===== src/rtl/bwn_pkg.sv =====
// Shared definitions for the BWN accelerator datapath stages (ReLU, pooling).
// Holds default word-format constants and the signed-max helper used by the compare logic.
// Pure declarations: no timing, no flow control.
package bwn_pkg;

  // Default data word length and fractional bits of the fixed-point format.
  localparam int DEF_D_WL = 24;
  localparam int DEF_FL   = 16;

  // Widest word smax() handles. Callers sign-extend their words into this width.
  localparam int SMAX_WL  = 64;

  // Signed maximum. On a tie the first operand (the older value) is returned.
  function automatic logic [SMAX_WL-1:0] smax(input logic signed [SMAX_WL-1:0] a,
                                               input logic signed [SMAX_WL-1:0] b);
    return (b > a) ? b : a;
  endfunction

endpackage


===== src/rtl/pool_line_buf.sv =====
// Line buffer holding horizontal maxima of an even row until the odd row below consumes them.
// Latency: write takes effect on the next CLK edge; read is combinational.
// No flow control: writes are accepted whenever wr_en_i is high.
module pool_line_buf #(
  parameter int DEPTH = 16,
  parameter int WIDTH = 24,
  parameter int AW    = (DEPTH > 1) ? $clog2(DEPTH) : 1
) (
  input  logic             CLK,
  input  logic             wr_en_i,
  input  logic [AW-1:0]    wr_addr_i,
  input  logic [WIDTH-1:0] wr_data_i,
  input  logic [AW-1:0]    rd_addr_i,
  output logic [WIDTH-1:0] rd_data_o
);

  // No reset: every entry is written by an even row before the odd row reads it.
  logic [WIDTH-1:0] mem_q [DEPTH];

  // Single write port.
  always_ff @(posedge CLK) begin
    if (wr_en_i) begin
      mem_q[wr_addr_i] <= wr_data_i;
    end
  end

  assign rd_data_o = mem_q[rd_addr_i];

endmodule


===== src/rtl/maxpool2x2_stream.sv =====
// Streaming 2x2 / stride-2 signed max-pooling over a raster-ordered single-channel frame.
// Latency: out_valid/out_data register on the edge that samples the completing (odd row, odd col) beat.
// No backpressure: one output per 4 accepted inputs, consumer must take every out_valid pulse.
module maxpool2x2_stream
  import bwn_pkg::*;
#(
  parameter int D_WL  = bwn_pkg::DEF_D_WL,
  parameter int FL    = bwn_pkg::DEF_FL,
  parameter int IMG_W = 32,
  parameter int IMG_H = 32
) (
  input  logic            CLK,
  input  logic            rst_n,
  input  logic            clr,
  input  logic            in_valid,
  input  logic [D_WL-1:0] in_data,
  output logic            out_valid,
  output logic [D_WL-1:0] out_data,
  output logic            frame_done
);

  localparam int CW       = (IMG_W > 1) ? $clog2(IMG_W) : 1;
  localparam int RW       = (IMG_H > 1) ? $clog2(IMG_H) : 1;
  localparam int LB_DEPTH = IMG_W / 2;
  localparam int LB_AW    = (LB_DEPTH > 1) ? $clog2(LB_DEPTH) : 1;

  localparam logic [CW-1:0] COL_LAST = CW'(IMG_W - 1);
  localparam logic [RW-1:0] ROW_LAST = RW'(IMG_H - 1);

  // Reject geometries the 2x2 window cannot tile, and formats the shared helper cannot hold.
  if ((IMG_W % 2) != 0 || IMG_W < 2) begin : g_bad_img_w
    $error("maxpool2x2_stream: IMG_W must be even and >= 2");
  end
  if ((IMG_H % 2) != 0 || IMG_H < 2) begin : g_bad_img_h
    $error("maxpool2x2_stream: IMG_H must be even and >= 2");
  end
  if (D_WL < 1 || D_WL > SMAX_WL) begin : g_bad_d_wl
    $error("maxpool2x2_stream: D_WL out of range for smax");
  end
  if (FL < 0 || FL >= D_WL) begin : g_bad_fl
    $error("maxpool2x2_stream: FL must lie within the data word");
  end

  // Signed max at D_WL bits via the shared helper; tie keeps the first (older) operand.
  function automatic logic [D_WL-1:0] pmax(input logic [D_WL-1:0] older,
                                           input logic [D_WL-1:0] newer);
    logic [SMAX_WL-1:0] wide;
    wide = smax(SMAX_WL'(signed'(older)), SMAX_WL'(signed'(newer)));
    return wide[D_WL-1:0];
  endfunction

  logic [CW-1:0]    col_q, col_d;
  logic [RW-1:0]    row_q, row_d;
  logic [D_WL-1:0]  h_q, h_d;
  logic             out_valid_q, out_valid_d;
  logic [D_WL-1:0]  out_data_q, out_data_d;
  logic             frame_done_q, frame_done_d;

  logic             lb_we;
  logic [LB_AW-1:0] lb_addr;
  logic [D_WL-1:0]  lb_rd;
  logic [D_WL-1:0]  hmax;

  // Even rows write a column pair's maximum; the odd row below reads the same slot.
  assign lb_addr = LB_AW'(col_q >> 1);
  assign hmax    = pmax(h_q, in_data);

  pool_line_buf #(
    .DEPTH (LB_DEPTH),
    .WIDTH (D_WL),
    .AW    (LB_AW)
  ) u_line_buf (
    .CLK       (CLK),
    .wr_en_i   (lb_we),
    .wr_addr_i (lb_addr),
    .wr_data_i (hmax),
    .rd_addr_i (lb_addr),
    .rd_data_o (lb_rd)
  );

  // Next-state: raster counters, horizontal pair register, line-buffer write and output strobes.
  always_comb begin
    col_d        = col_q;
    row_d        = row_q;
    h_d          = h_q;
    out_valid_d  = 1'b0;
    out_data_d   = out_data_q;
    frame_done_d = 1'b0;
    lb_we        = 1'b0;

    if (clr) begin
      // Frame restart wins over a beat in the same cycle; that beat is dropped.
      col_d = '0;
      row_d = '0;
      h_d   = '0;
    end else if (in_valid) begin
      if (col_q == COL_LAST) begin
        col_d = '0;
        if (row_q == ROW_LAST) begin
          row_d        = '0;
          frame_done_d = 1'b1;
        end else begin
          row_d = row_q + RW'(1);
        end
      end else begin
        col_d = col_q + CW'(1);
      end

      if (!col_q[0]) begin
        // Left pixel of the pair: hold it for the right pixel.
        h_d = in_data;
      end else if (!row_q[0]) begin
        // Top row of the window: park the pair maximum for the row below.
        lb_we = 1'b1;
      end else begin
        // Bottom-right pixel completes the window; the top-row maximum is the older value.
        out_valid_d = 1'b1;
        out_data_d  = pmax(lb_rd, hmax);
      end
    end
  end

  // State and output registers; asynchronous reset discards any partial frame.
  always_ff @(posedge CLK or negedge rst_n) begin
    if (!rst_n) begin
      col_q        <= '0;
      row_q        <= '0;
      h_q          <= '0;
      out_valid_q  <= 1'b0;
      out_data_q   <= '0;
      frame_done_q <= 1'b0;
    end else begin
      col_q        <= col_d;
      row_q        <= row_d;
      h_q          <= h_d;
      out_valid_q  <= out_valid_d;
      out_data_q   <= out_data_d;
      frame_done_q <= frame_done_d;
    end
  end

  assign out_valid  = out_valid_q;
  assign out_data   = out_data_q;
  assign frame_done = frame_done_q;

endmodule

===== config.mk =====
export PLATFORM = sky130hd
export DESIGN_NAME = maxpool2x2_stream
export DESIGN_NICKNAME = d
export VERILOG_FILES = /design/src/rtl/bwn_pkg.sv /design/src/rtl/pool_line_buf.sv /design/src/rtl/maxpool2x2_stream.sv
export SDC_FILE = /design/constraint.sdc
export NUM_CORES = 1
export LEC_CHECK = 0
export BUFFER_PORTS_ARGS = -buffer_cell sky130_fd_sc_hd__clkbuf_2
export CORE_MARGIN = 2
export CORE_UTILIZATION = 54
export CTS_CLUSTER_DIAMETER = 40
export CTS_CLUSTER_SIZE = 12
export DETAILED_ROUTE_END_ITERATION = 7
export GPL_TIMING_DRIVEN = 0
export PLACE_DENSITY = 0.75
export SETUP_SLACK_MARGIN = 0.3
export SLEW_MARGIN = 30
export SYNTH_ARGS = -nofsm -noshare
export SYNTH_HDL_FRONTEND = slang
export SYNTH_SLANG_ARGS = --single-unit

===== constraint.sdc =====
create_clock -name CLK -period 6.1 [get_ports CLK]
set_clock_uncertainty 0.05 [all_clocks]
set_input_delay 0.61 -clock CLK [delete_from_list [all_inputs] [get_ports CLK]]
set_output_delay 0.61 -clock CLK [all_outputs]
set_load 0.1 [all_outputs]

==> results.toml <==
[sta]
setup_violations = 0
fmax_mhz = 184
holdWs_ns = 0.266
slew_viol_final = 0
fin_crit_ns = 5.45
min_period_over_period = 0.893
worstMarginPinSlew_ns = 0.973
rsz0062_at_grt = "no"
totalNegativeSetupSlack_ns = 0
timing.final.ws_setup_ns = 0.652
hold_viol_final = 0
max-slew-margin-rel = 0.351

[routing]
routedWlPerCell_microns = 27.7
drt-initial-drc-count = 1502
drc = 0
viasPerCell = 6.52
ant_nets = 0
wirelength_mm = 48.9
drt_first_pass_iters = 6
vias = 11500

[synth]
yosysWarnings = 0
ys_top_cells_by_count = "edfxtp_1, mux4_2, a21oi_1"
syn-num-nets = 1211
syn_area_per_cell_sq_um = 16.9
synth_edf_count = 384
post-synth-top-area-cell = "edfxtp_1"
synthesis.area_sq_um = 19200
ys_ff_latch = 444
async_reset_ff_frac = 0.135
synth_cells = 1131
synth_area_leaders = "edfxtp_1, mux4_2, dfrtp_1"
synth_top_area_share = 0.602
yosysSeqAreaShare = 0.680
synth_ff_type = "edfxtp_1"
synth.most_common_cell = "edfxtp_1"
synth.distinct_cells = 50

[global_routing]
grt_pass1_vias = 11600
grt_max_degree = 36
grt_overflow = 0
grt_pass1_wl_mm = 72.8
antenna_found_initial = 0
track_usage = 0.274

[pwr]
leakage_nw = 8.09
power_density_nw_per_um2 = 318
peakVddDrop_uv = 265

[die]
dieArea_sq_um = 37000
rows = 68
die_w_microns = 192
io_pins = 54
coreArea_sq_um = 34700
chipHeight_microns = 192
initial_utilization = 0.552

[setup_path]
arrival_ns = 5.91
r2r-start = "h_q[22]"
crit_required_ns = 6.56
cp_max_fo = 18
worstSetupEndpointType = "flip-flop"
crit_type = "reg -> reg"
rr_worst_depth = 19
startpoint_type = "flip-flop"
regToRegEndpoint = "out_data[14]"
rrSetupSlack_ns = 0.65

[final_layout]
fin_nets = 1348
stdcell_count = 1765
area_delta_synth_final_pct = 16.4
n_fill_cell = 2371
num_antenna_cells = 0
drive_above_1_share = 0.252

[clock_tree]
tritoncts = "done"
clkSlewWorstSetupHoldPaths_ns = 0.06
cts.path.max_buffers = 3
cts_buffers = 53
clk-insertion-delay-late_ns = 0.57
cts.sinks = 444
cts_htree_levels = 2
clock-root-buffer = "clkbuf_16"

[place]
portBuffers = 51
place_inst = 1666
hpwlAfterDp_mm = 32.2
place_ws_ns = 0.121
gp_congestion = 0.864

[hold_path]
holdPathStages = 3
hold_end = "h_q[0]"
hold_class = "in -> reg"
hold_path.startpoint = "in_data[0]"

[run]
cap_violations = 0

[outcome]
status = "finished clean"
## power breakdown
group | switching, mW | total [mW] | internal [mW]
clock | 1.24 | 3.05 | 1.81
sequential | 0.00773 | 3.42 | 3.42
combinational | 0.426 | 0.626 | 0.200
## critical path, stage by stage, from the launching register on
cell and delay [ns]:
dfrtp_1 0.36, inv_1 0.07, ha_1 0.34, nand4_4 0.17, nor3_1 0.24, nand2_1 0.12, and3_1 0.21, buf_6 0.13
a221o_2 0.44, buf_6 0.18, a211o_2 0.45, ha_1 0.39, and4_1 0.24, a221oi_1 0.37, o2111ai_1 0.20, a2111oi_1 0.33
a211o_1 0.29, clkbuf_1 0.40, and3_1 0.28, a221o_1 0.12
## worst max-delay path by stage
stage / cells after the start / endpoint / startpoint / slack (ns)
6_report: 19 / out_data[14] / h_q[22] / 0.65
5_1_grt: 19 / out_data[19] / h_q[19] / 0.30
4_1_cts: 20 / out_data[19] / h_q[23] / 0.48
3_5_place_dp: 20 / out_data[19] / in_data[23] / 0.12
3_3_place_gp: 6 / u_line_buf.mem_q[3][15] / col_q[2] / -0.24
2_1_floorplan: 18 / out_data[10] / in_data[22] / 1.21
## per-layer routing
metal	track usage	vias to the layer above	routed length, microns
met5	0	-	0
met1	0.374	5944	19300
met4	0.0916	0	1530
li1	-	4816	-
met2	0.457	650	24300
met3	0.0444	100	3800
## kinds of logic after synthesis
logic type                 Yosys count  share of synthesized area
and+or+nand+nor                    214                     0.0575
muxes                              122                      0.142
adders and majority gates           52                     0.0340
AOI/OAI and AO/OA                  174                     0.0598
DFF                                444                      0.680
buffers and inverters              125                     0.0264
## stage by stage
stage                     utilization  power [mW]  cell area [sq um]
after floorplan                     -        3.87              19200
after global placement          0.576        4.07              20000
after detailed placement        0.593        4.09              20600
after CTS                       0.642        7.10              22300
after global routing            0.643        7.29              22300
final                           0.643        7.10              22300
## placed cells by master, fill, tap and decap left out, drive strengths merged, types with 2 or more instances in the layout
cell,instances
nand2b,3
clkinvlp,7
nand3,30
a21oi,97
nor2,30
buf,47
a211o,26
bufinv,4
nand4,10
edfxtp,384
o21ai,9
mux4,120
or3,2
nand2,67
o211ai,2
ha,52
a21boi,2
clkinv,7
clkbuf,176
nor3,9
a21o,4
dfrtp,60
a221o,24
and3,50
mux2i,2
nor2b,2
inv,62
nor4b,2
and2,2
and4,2
## what timing repair did
action	in CTS	in global routing
gates resized for setup	0	12
setup buffers	0	1
endpoints found under the hold margin	25	0
setup endpoints to repair	0	22
hold buffers	1	0
## cell type report
class	count	area, sq um	share of cell area
Sequential cell	444	13000	0.584
Multi-Input combinational cell	562	5750	0.258
Clock buffer	71	1410	0.0634
Timing Repair Buffer	82	746	0.0334
Tap cell	455	569	0.0255
Buffer	71	313	0.0140
Clock inverter	26	283	0.0127
Inverter	54	203	0.00909
## state kept, by name (all words and copies together) (netlist names)
name / flops
out_data: 24
col_q: 5
h_q: 24
row_q: 5
frame_done: 1
out_valid: 1
u_line_buf.mem_q: 384
(Power assumes the default switching activity.)
